<file path="src/rtl/alu_share_arbiter_if.sv">
// Request/response and shared-ALU signal bundle for alu_share_arbiter.
// The slave modport is the arbiter; the master modport is the requesters plus the ALU.
interface alu_share_arbiter_if;
    logic       ReqValid0, ReqValid1;
    logic       ReqReady0, ReqReady1;
    logic [3:0] ReqOp0, ReqOp1;
    logic [7:0] ReqA0, ReqA1, ReqB0, ReqB1;
    logic       RspValid0, RspValid1;
    logic       RspReady0, RspReady1;
    logic [7:0] RspData0, RspData1;
    logic       RspErr0, RspErr1;
    logic [3:0] ALUCon;
    logic [7:0] DataA, DataB;
    logic [7:0] Result;
    logic       Busy;

    modport slave (
        input  ReqValid0, ReqValid1, ReqOp0, ReqOp1, ReqA0, ReqA1, ReqB0, ReqB1,
        input  RspReady0, RspReady1, Result,
        output ReqReady0, ReqReady1, RspValid0, RspValid1, RspData0, RspData1,
        output RspErr0, RspErr1, ALUCon, DataA, DataB, Busy
    );

    modport master (
        output ReqValid0, ReqValid1, ReqOp0, ReqOp1, ReqA0, ReqA1, ReqB0, ReqB1,
        output RspReady0, RspReady1, Result,
        input  ReqReady0, ReqReady1, RspValid0, RspValid1, RspData0, RspData1,
        input  RspErr0, RspErr1, ALUCon, DataA, DataB, Busy
    );
endinterface

</file>
<file path="src/rtl/alu_share_arbiter.sv">
// Two-requester arbiter sharing one combinational 8-bit ALU: IDLE grants, EXEC drives
// the ALU for one cycle, RESP holds the result until the granted requester takes it.
module alu_share_arbiter #(
    parameter int OP_MAX     = 8,
    parameter bit FIXED_PRIO = 1'b0
) (
    input logic               clk,
    input logic               rst_n,
    alu_share_arbiter_if.slave bus
);
    localparam int DATA_W = 8;

    typedef enum logic [1:0] {IDLE, EXEC, RESP} state_t;

    state_t              state, state_nxt;
    logic                gnt0, gnt1, rsp_done;
    logic [3:0]          op_sel;
    logic [DATA_W-1:0]   a_sel, b_sel;

    logic [3:0]          alu_con_p0;
    logic [DATA_W-1:0]   a_p0, b_p0;
    logic                id_p0, ill_p0;
    logic [DATA_W-1:0]   res_p1;
    logic                err_p1;
    logic                last_id;

    function automatic logic is_illegal(input logic [3:0] op);
        return (int'(op) > OP_MAX);
    endfunction

    assign op_sel = gnt1 ? bus.ReqOp1 : bus.ReqOp0;
    assign a_sel  = gnt1 ? bus.ReqA1  : bus.ReqA0;
    assign b_sel  = gnt1 ? bus.ReqB1  : bus.ReqB0;

    always_ff @(posedge clk or negedge rst_n) begin
        if (!rst_n) state <= IDLE;
        else        state <= state_nxt;
    end

    // last_id=1 on contention hands the grant to requester 0 (round-robin).
    always_comb begin
        state_nxt = state;
        gnt0      = 1'b0;
        gnt1      = 1'b0;
        rsp_done  = 1'b0;
        case (state)
            IDLE: begin
                gnt0 = bus.ReqValid0 & (~bus.ReqValid1 | FIXED_PRIO | last_id);
                gnt1 = bus.ReqValid1 & ~gnt0;
                if (gnt0 || gnt1) state_nxt = EXEC;
            end
            EXEC: state_nxt = RESP;
            RESP: begin
                rsp_done = id_p0 ? bus.RspReady1 : bus.RspReady0;
                if (rsp_done) state_nxt = IDLE;
            end
            default: state_nxt = IDLE;
        endcase
    end

    // p0: request capture at the grant edge
    always_ff @(posedge clk or negedge rst_n) begin
        if (!rst_n) begin
            alu_con_p0 <= '0;
            a_p0       <= '0;
            b_p0       <= '0;
            id_p0      <= 1'b0;
            ill_p0     <= 1'b0;
        end else if (gnt0 || gnt1) begin
            alu_con_p0 <= is_illegal(op_sel) ? 4'b0000 : op_sel;
            a_p0       <= a_sel;
            b_p0       <= b_sel;
            id_p0      <= gnt1;
            ill_p0     <= is_illegal(op_sel);
        end
    end

    // p1: result capture at the EXEC exit edge
    always_ff @(posedge clk or negedge rst_n) begin
        if (!rst_n) begin
            res_p1  <= '0;
            err_p1  <= 1'b0;
            last_id <= 1'b1;
        end else begin
            if (state == EXEC) begin
                res_p1 <= ill_p0 ? '0 : bus.Result;
                err_p1 <= ill_p0;
            end
            if (rsp_done) last_id <= id_p0;
        end
    end

    assign bus.ReqReady0 = gnt0;
    assign bus.ReqReady1 = gnt1;
    assign bus.RspValid0 = (state == RESP) && !id_p0;
    assign bus.RspValid1 = (state == RESP) &&  id_p0;
    assign bus.RspData0  = bus.RspValid0 ? res_p1 : '0;
    assign bus.RspData1  = bus.RspValid1 ? res_p1 : '0;
    assign bus.RspErr0   = bus.RspValid0 & err_p1;
    assign bus.RspErr1   = bus.RspValid1 & err_p1;
    assign bus.ALUCon    = alu_con_p0;
    assign bus.DataA     = a_p0;
    assign bus.DataB     = b_p0;
    assign bus.Busy      = (state != IDLE);
endmodule

</file>
<file path="src/flat_wrapper.sv">
// flat-port wrapper written by rule: the top's interface ports become plain ports
module alu_share_arbiter_flat 
#(
    parameter int OP_MAX     = 8,
    parameter bit FIXED_PRIO = 1'b0
)
  (clk, rst_n, bus_ReqValid0, bus_ReqValid1, bus_ReqOp0, bus_ReqOp1, bus_ReqA0, bus_ReqA1, bus_ReqB0, bus_ReqB1, bus_RspReady0, bus_RspReady1, bus_Result, bus_ReqReady0, bus_ReqReady1, bus_RspValid0, bus_RspValid1, bus_RspData0, bus_RspData1, bus_RspErr0, bus_RspErr1, bus_ALUCon, bus_DataA, bus_DataB, bus_Busy);
  alu_share_arbiter_if bus_i ();
  input logic clk;
  input logic rst_n;
  input wire logic [$bits(bus_i.ReqValid0)-1:0] bus_ReqValid0;
  input wire logic [$bits(bus_i.ReqValid1)-1:0] bus_ReqValid1;
  input wire logic [$bits(bus_i.ReqOp0)-1:0] bus_ReqOp0;
  input wire logic [$bits(bus_i.ReqOp1)-1:0] bus_ReqOp1;
  input wire logic [$bits(bus_i.ReqA0)-1:0] bus_ReqA0;
  input wire logic [$bits(bus_i.ReqA1)-1:0] bus_ReqA1;
  input wire logic [$bits(bus_i.ReqB0)-1:0] bus_ReqB0;
  input wire logic [$bits(bus_i.ReqB1)-1:0] bus_ReqB1;
  input wire logic [$bits(bus_i.RspReady0)-1:0] bus_RspReady0;
  input wire logic [$bits(bus_i.RspReady1)-1:0] bus_RspReady1;
  input wire logic [$bits(bus_i.Result)-1:0] bus_Result;
  output wire logic [$bits(bus_i.ReqReady0)-1:0] bus_ReqReady0;
  output wire logic [$bits(bus_i.ReqReady1)-1:0] bus_ReqReady1;
  output wire logic [$bits(bus_i.RspValid0)-1:0] bus_RspValid0;
  output wire logic [$bits(bus_i.RspValid1)-1:0] bus_RspValid1;
  output wire logic [$bits(bus_i.RspData0)-1:0] bus_RspData0;
  output wire logic [$bits(bus_i.RspData1)-1:0] bus_RspData1;
  output wire logic [$bits(bus_i.RspErr0)-1:0] bus_RspErr0;
  output wire logic [$bits(bus_i.RspErr1)-1:0] bus_RspErr1;
  output wire logic [$bits(bus_i.ALUCon)-1:0] bus_ALUCon;
  output wire logic [$bits(bus_i.DataA)-1:0] bus_DataA;
  output wire logic [$bits(bus_i.DataB)-1:0] bus_DataB;
  output wire logic [$bits(bus_i.Busy)-1:0] bus_Busy;
  assign bus_i.ReqValid0 = bus_ReqValid0;
  assign bus_i.ReqValid1 = bus_ReqValid1;
  assign bus_i.ReqOp0 = bus_ReqOp0;
  assign bus_i.ReqOp1 = bus_ReqOp1;
  assign bus_i.ReqA0 = bus_ReqA0;
  assign bus_i.ReqA1 = bus_ReqA1;
  assign bus_i.ReqB0 = bus_ReqB0;
  assign bus_i.ReqB1 = bus_ReqB1;
  assign bus_i.RspReady0 = bus_RspReady0;
  assign bus_i.RspReady1 = bus_RspReady1;
  assign bus_i.Result = bus_Result;
  assign bus_ReqReady0 = bus_i.ReqReady0;
  assign bus_ReqReady1 = bus_i.ReqReady1;
  assign bus_RspValid0 = bus_i.RspValid0;
  assign bus_RspValid1 = bus_i.RspValid1;
  assign bus_RspData0 = bus_i.RspData0;
  assign bus_RspData1 = bus_i.RspData1;
  assign bus_RspErr0 = bus_i.RspErr0;
  assign bus_RspErr1 = bus_i.RspErr1;
  assign bus_ALUCon = bus_i.ALUCon;
  assign bus_DataA = bus_i.DataA;
  assign bus_DataB = bus_i.DataB;
  assign bus_Busy = bus_i.Busy;
  alu_share_arbiter #(.OP_MAX(OP_MAX), .FIXED_PRIO(FIXED_PRIO)) u_core (.clk(clk), .rst_n(rst_n), .bus(bus_i));
endmodule
</file>
<file path="config.mk">
export PLATFORM = sky130hd
export DESIGN_NAME = alu_share_arbiter_flat
export DESIGN_NICKNAME = d
export VERILOG_FILES = /design/src/rtl/alu_share_arbiter_if.sv /design/src/rtl/alu_share_arbiter.sv /design/src/flat_wrapper.sv
export SDC_FILE = /design/constraint.sdc
export NUM_CORES = 1
export LEC_CHECK = 0
export CORE_MARGIN = 2
export CORE_UTILIZATION = 40
export CTS_BUF_LIST = sky130_fd_sc_hd__clkbuf_2
export CTS_CLUSTER_DIAMETER = 80
export DETAILED_ROUTE_END_ITERATION = 16
export PLACE_DENSITY = 0.8
export SLEW_MARGIN = 25
export SYNTH_ARGS = -nofsm -noshare
export SYNTH_HDL_FRONTEND = slang
export SYNTH_SLANG_ARGS = --single-unit
export TNS_END_PERCENT = 10
</file>
<file path="constraint.sdc">
create_clock -name clk -period 1.85 [get_ports clk]
set_input_delay 0.2775 -clock clk [delete_from_list [all_inputs] [get_ports clk]]
set_output_delay 0.2775 -clock clk [all_outputs]
set_load 0.02 [all_outputs]
</file>
==> flow_summary.toml <==
[status]
outcome = "finished, final reports clean"

[floorplan]
floorplan.initialDensity_pct = 41.0
io-pin-count = 97
fp.coreArea_um2 = 4690
dieWidth_um = 73.4
core.rowCount = 25
die_area_um2 = 5380
dieHeight_um = 73.4

[synthesis]
synth_top_family_by_area = "compound AO/OA/AOI/OAI gates"
synthAdderAreaFrac_pct = 0
syn-cell-area_um2 = 1920
ys_types = 40
synth-xor-area-share_pct = 0
synth_area_per_cell_um2 = 9.67
yosys.area_share.simple_pct = 21.8
synth.area.top_cells = "dfrtp_1 43%, a31oi_2 5.9%, a21oi_1 4.7%"
synth_common_cells = "33 x dfrtp_1, 18 x a21oi_1, 17 x o21ai_0, 16 x nand3_1, 11 x nand2b_1"
syn-num-nets = 253
ys_warn_count = 0
synthFlopType = "dfrtp_1"
async_flop_share_pct = 100
synth-edff-count = 0
synthMostInstantiatedCell = "dfrtp_1"
synth.top_cell.area_share_pct = 42.9
synth_compound_area_share_pct = 25.1
ys_ff_latch = 34
synth_top_cell_by_area = "dfrtp_1"
syn-instance-count = 199
synthMuxAreaShare_pct = 1.17
yosysSeqAreaShare_pct = 44.3

[routing]
routed_via_density = 5.29
drtAntennaViolNets = 0
vias = 1895
wl_per_cell_um = 14.7
first_pass_iters = 5
drtIter0Drc = 91
drc_errors = 0
wl_mm = 5.25

[timing]
relSlewSlack_pct = 50.9
grt_setup_unrepaired = "true"
tightest_slew_ns = 0.737
period_needed_ns = 1.78
report.final.slew_viol_count = 0
timing.final.crit_share_pct = 96.2
setup_violations = 0
max_freq_ghz = 0.562
skew_ns = 0.00822
final-hold-violation-count = 0

[cts]
clock_sinks = 34
clkLatencyLatePin_ns = 0.36
cts_tree = "built"
ctsRootBufferMaster = "clkbuf_2"
htreeDepth = 2
cts_inserted_buffers = 5
cts_max_path_buffers = 2
clkTransAtPathRegs_ns = 0.17

[setup_path]
crit_chain = "nand2b_1 > nor2_1 > buf_4 > and2_1 > buf_4"
worstReg2RegStart = "u_core.state[1]$_DFFE_PN0P_"
required_ns = 1.57
critPathTopFamily = "flip-flops"
cpMostUsedCell = "buf_4"
r2r_cells = 5
startpoint = "u_core.state[0]$_DFFE_PN0P_"
critPathMaxFanout = 10
cpPeakStageDelay_ns = 0.45
regToRegEndpoint = "u_core.bus.ALUCon[1]$_DFFE_PN0P_"
crit_type = "register to output port"
rrSetupSlack_ns = 0.12
end_kind = "output port"
path_buf_inv = 2
crit_arrival_ns = 1.50
crit_path_start_kind = "register"
crit_path_top_delay_cell = "dfrtp_1"

[global_route]
gr-total-overflow = 0
grt_busiest_layer = "met2"
grt_pass1_vias = 1853
track_usage_pct = 20.2
antenna_found_initial = 0
met2_usage_pct = 35.3
grt_use_met3_pct = 6.17
grt_pass1_wl_mm = 8.59
met1_usage_pct = 25.1
grt_max_degree = 39

[worst_hold_path]
hp-start = "bus_Result[3]"
worstHoldEndpoint = "u_core.res_p1[3]$_DFFE_PN0N_"
hold_path_class = "input pin to register"
hold_depth = 3

[finish]
drive_gt1_share_pct = 21.7
fillers = 402
fin_util_pct = 62.5
syn_to_final_growth_pct = 52.4
nets = 357
multi_input_area_um2 = 933
regArea_um2 = 852
antenna_cells = 0

[place]
place_congestion = 0.735
dp_hpwl_mm = 3.86
io_buffers = 96

[run]
maxCapViolations = 0

[power]
p_per_area_nw_per_um2 = 1420
ir_worst_vdd_v = 0.000740
p_total_w = 0.00416
p_leak_nw = 1.27
[logic make-up after synthesis]
group | count (synthesis)
AO/OA/AOI/OAI | 71
AND/OR/NAND/NOR | 70
flip-flops | 34
buffers and inverters | 22
multiplexers | 2
[cell usage in the layout (no fill, tap or decap), types with 8 or more instances in the layout]
cell	count
a21oi_1	18
a31oi_1	9
a31oi_2	9
and2_1	10
and3_1	10
buf_2	11
buf_4	25
clkbuf_2	10
clkdlybuf4s50_1	72
dfrtp_1	33
nand2_1	9
nand2b_1	11
nand3_1	16
o21ai_0	17
o21ai_1	8
[repair_timing]
item	in CTS	in global routing
hold buffers	1	0
resized for setup	74	23
endpoints found under the hold margin	33	0
buffers inserted	1	0
endpoints found under the setup margin	23	21
[tightest hold or removal path, cell delays in order]
cell             delay [ns]
clkdlybuf4s50_1        0.40
nand2b_1               0.06
o21ai_0                0.07
[per-stage QoR]
step	area (µm²)	cells	setup TNS, ns	setup slack, ns	hold slack, ns
floorplan	1920	199	0	0.226	-0.0181
global placement	2960	348	-0.181	-0.112	0.395
detailed placement	2960	348	-0.222	-0.132	0.387
CTS	2980	358	-0.00180	-0.00180	0.444
global route	2930	358	-0.361	-0.0565	0.431
finish	2930	358	0	0.0702	0.463
[per-layer routing]
metal | share of wire [%] | wire length [µm]
met1 | 42 | 2190
met2 | 50 | 2650
met3 | 7.7 | 402
met4 | 0.21 | 11
met5 | 0 | 0
[sequential cells by signal, indices dropped and copies added, names as in the netlist]
register and flops:
u_core.bus.DataA 8, u_core.bus.DataB 8, u_core.res_p1 8, u_core.bus.ALUCon 4
u_core.state 2, u_core.err_p1 1, u_core.id_p0 1, u_core.ill_p0 1
u_core.last_id 1
[layout make-up]
class,instances,area share (%)
sequential,34,29.1
clock buffer,7,1.19
tap,54,2.30
timing repair buffer,114,34.7
multi-input combinational,143,31.8
inverter,5,0.811
clock inverter,1,0.128
[worst max path at each step]
stage | to | cells after the start
finish | bus_RspData0[3] | 5
floorplan | bus_RspData0[0] | 3
CTS | bus_RspData1[6] | 4
global route | bus_RspData0[5] | 5
detailed placement | bus_ReqReady1 | 4
global placement | bus_ReqReady1 | 4
[where the power goes]
| group | switching, W | total (W) | internal (W) |
|---|---|---|---|
| logic | 0.00138 | 0.00251 | 0.00113 |
| registers | 0.000225 | 0.00131 | 0.00108 |
| clock network | 0.000240 | 0.000341 | 0.000101 |
No activity file was read; power rests on OpenSTA's default activity.
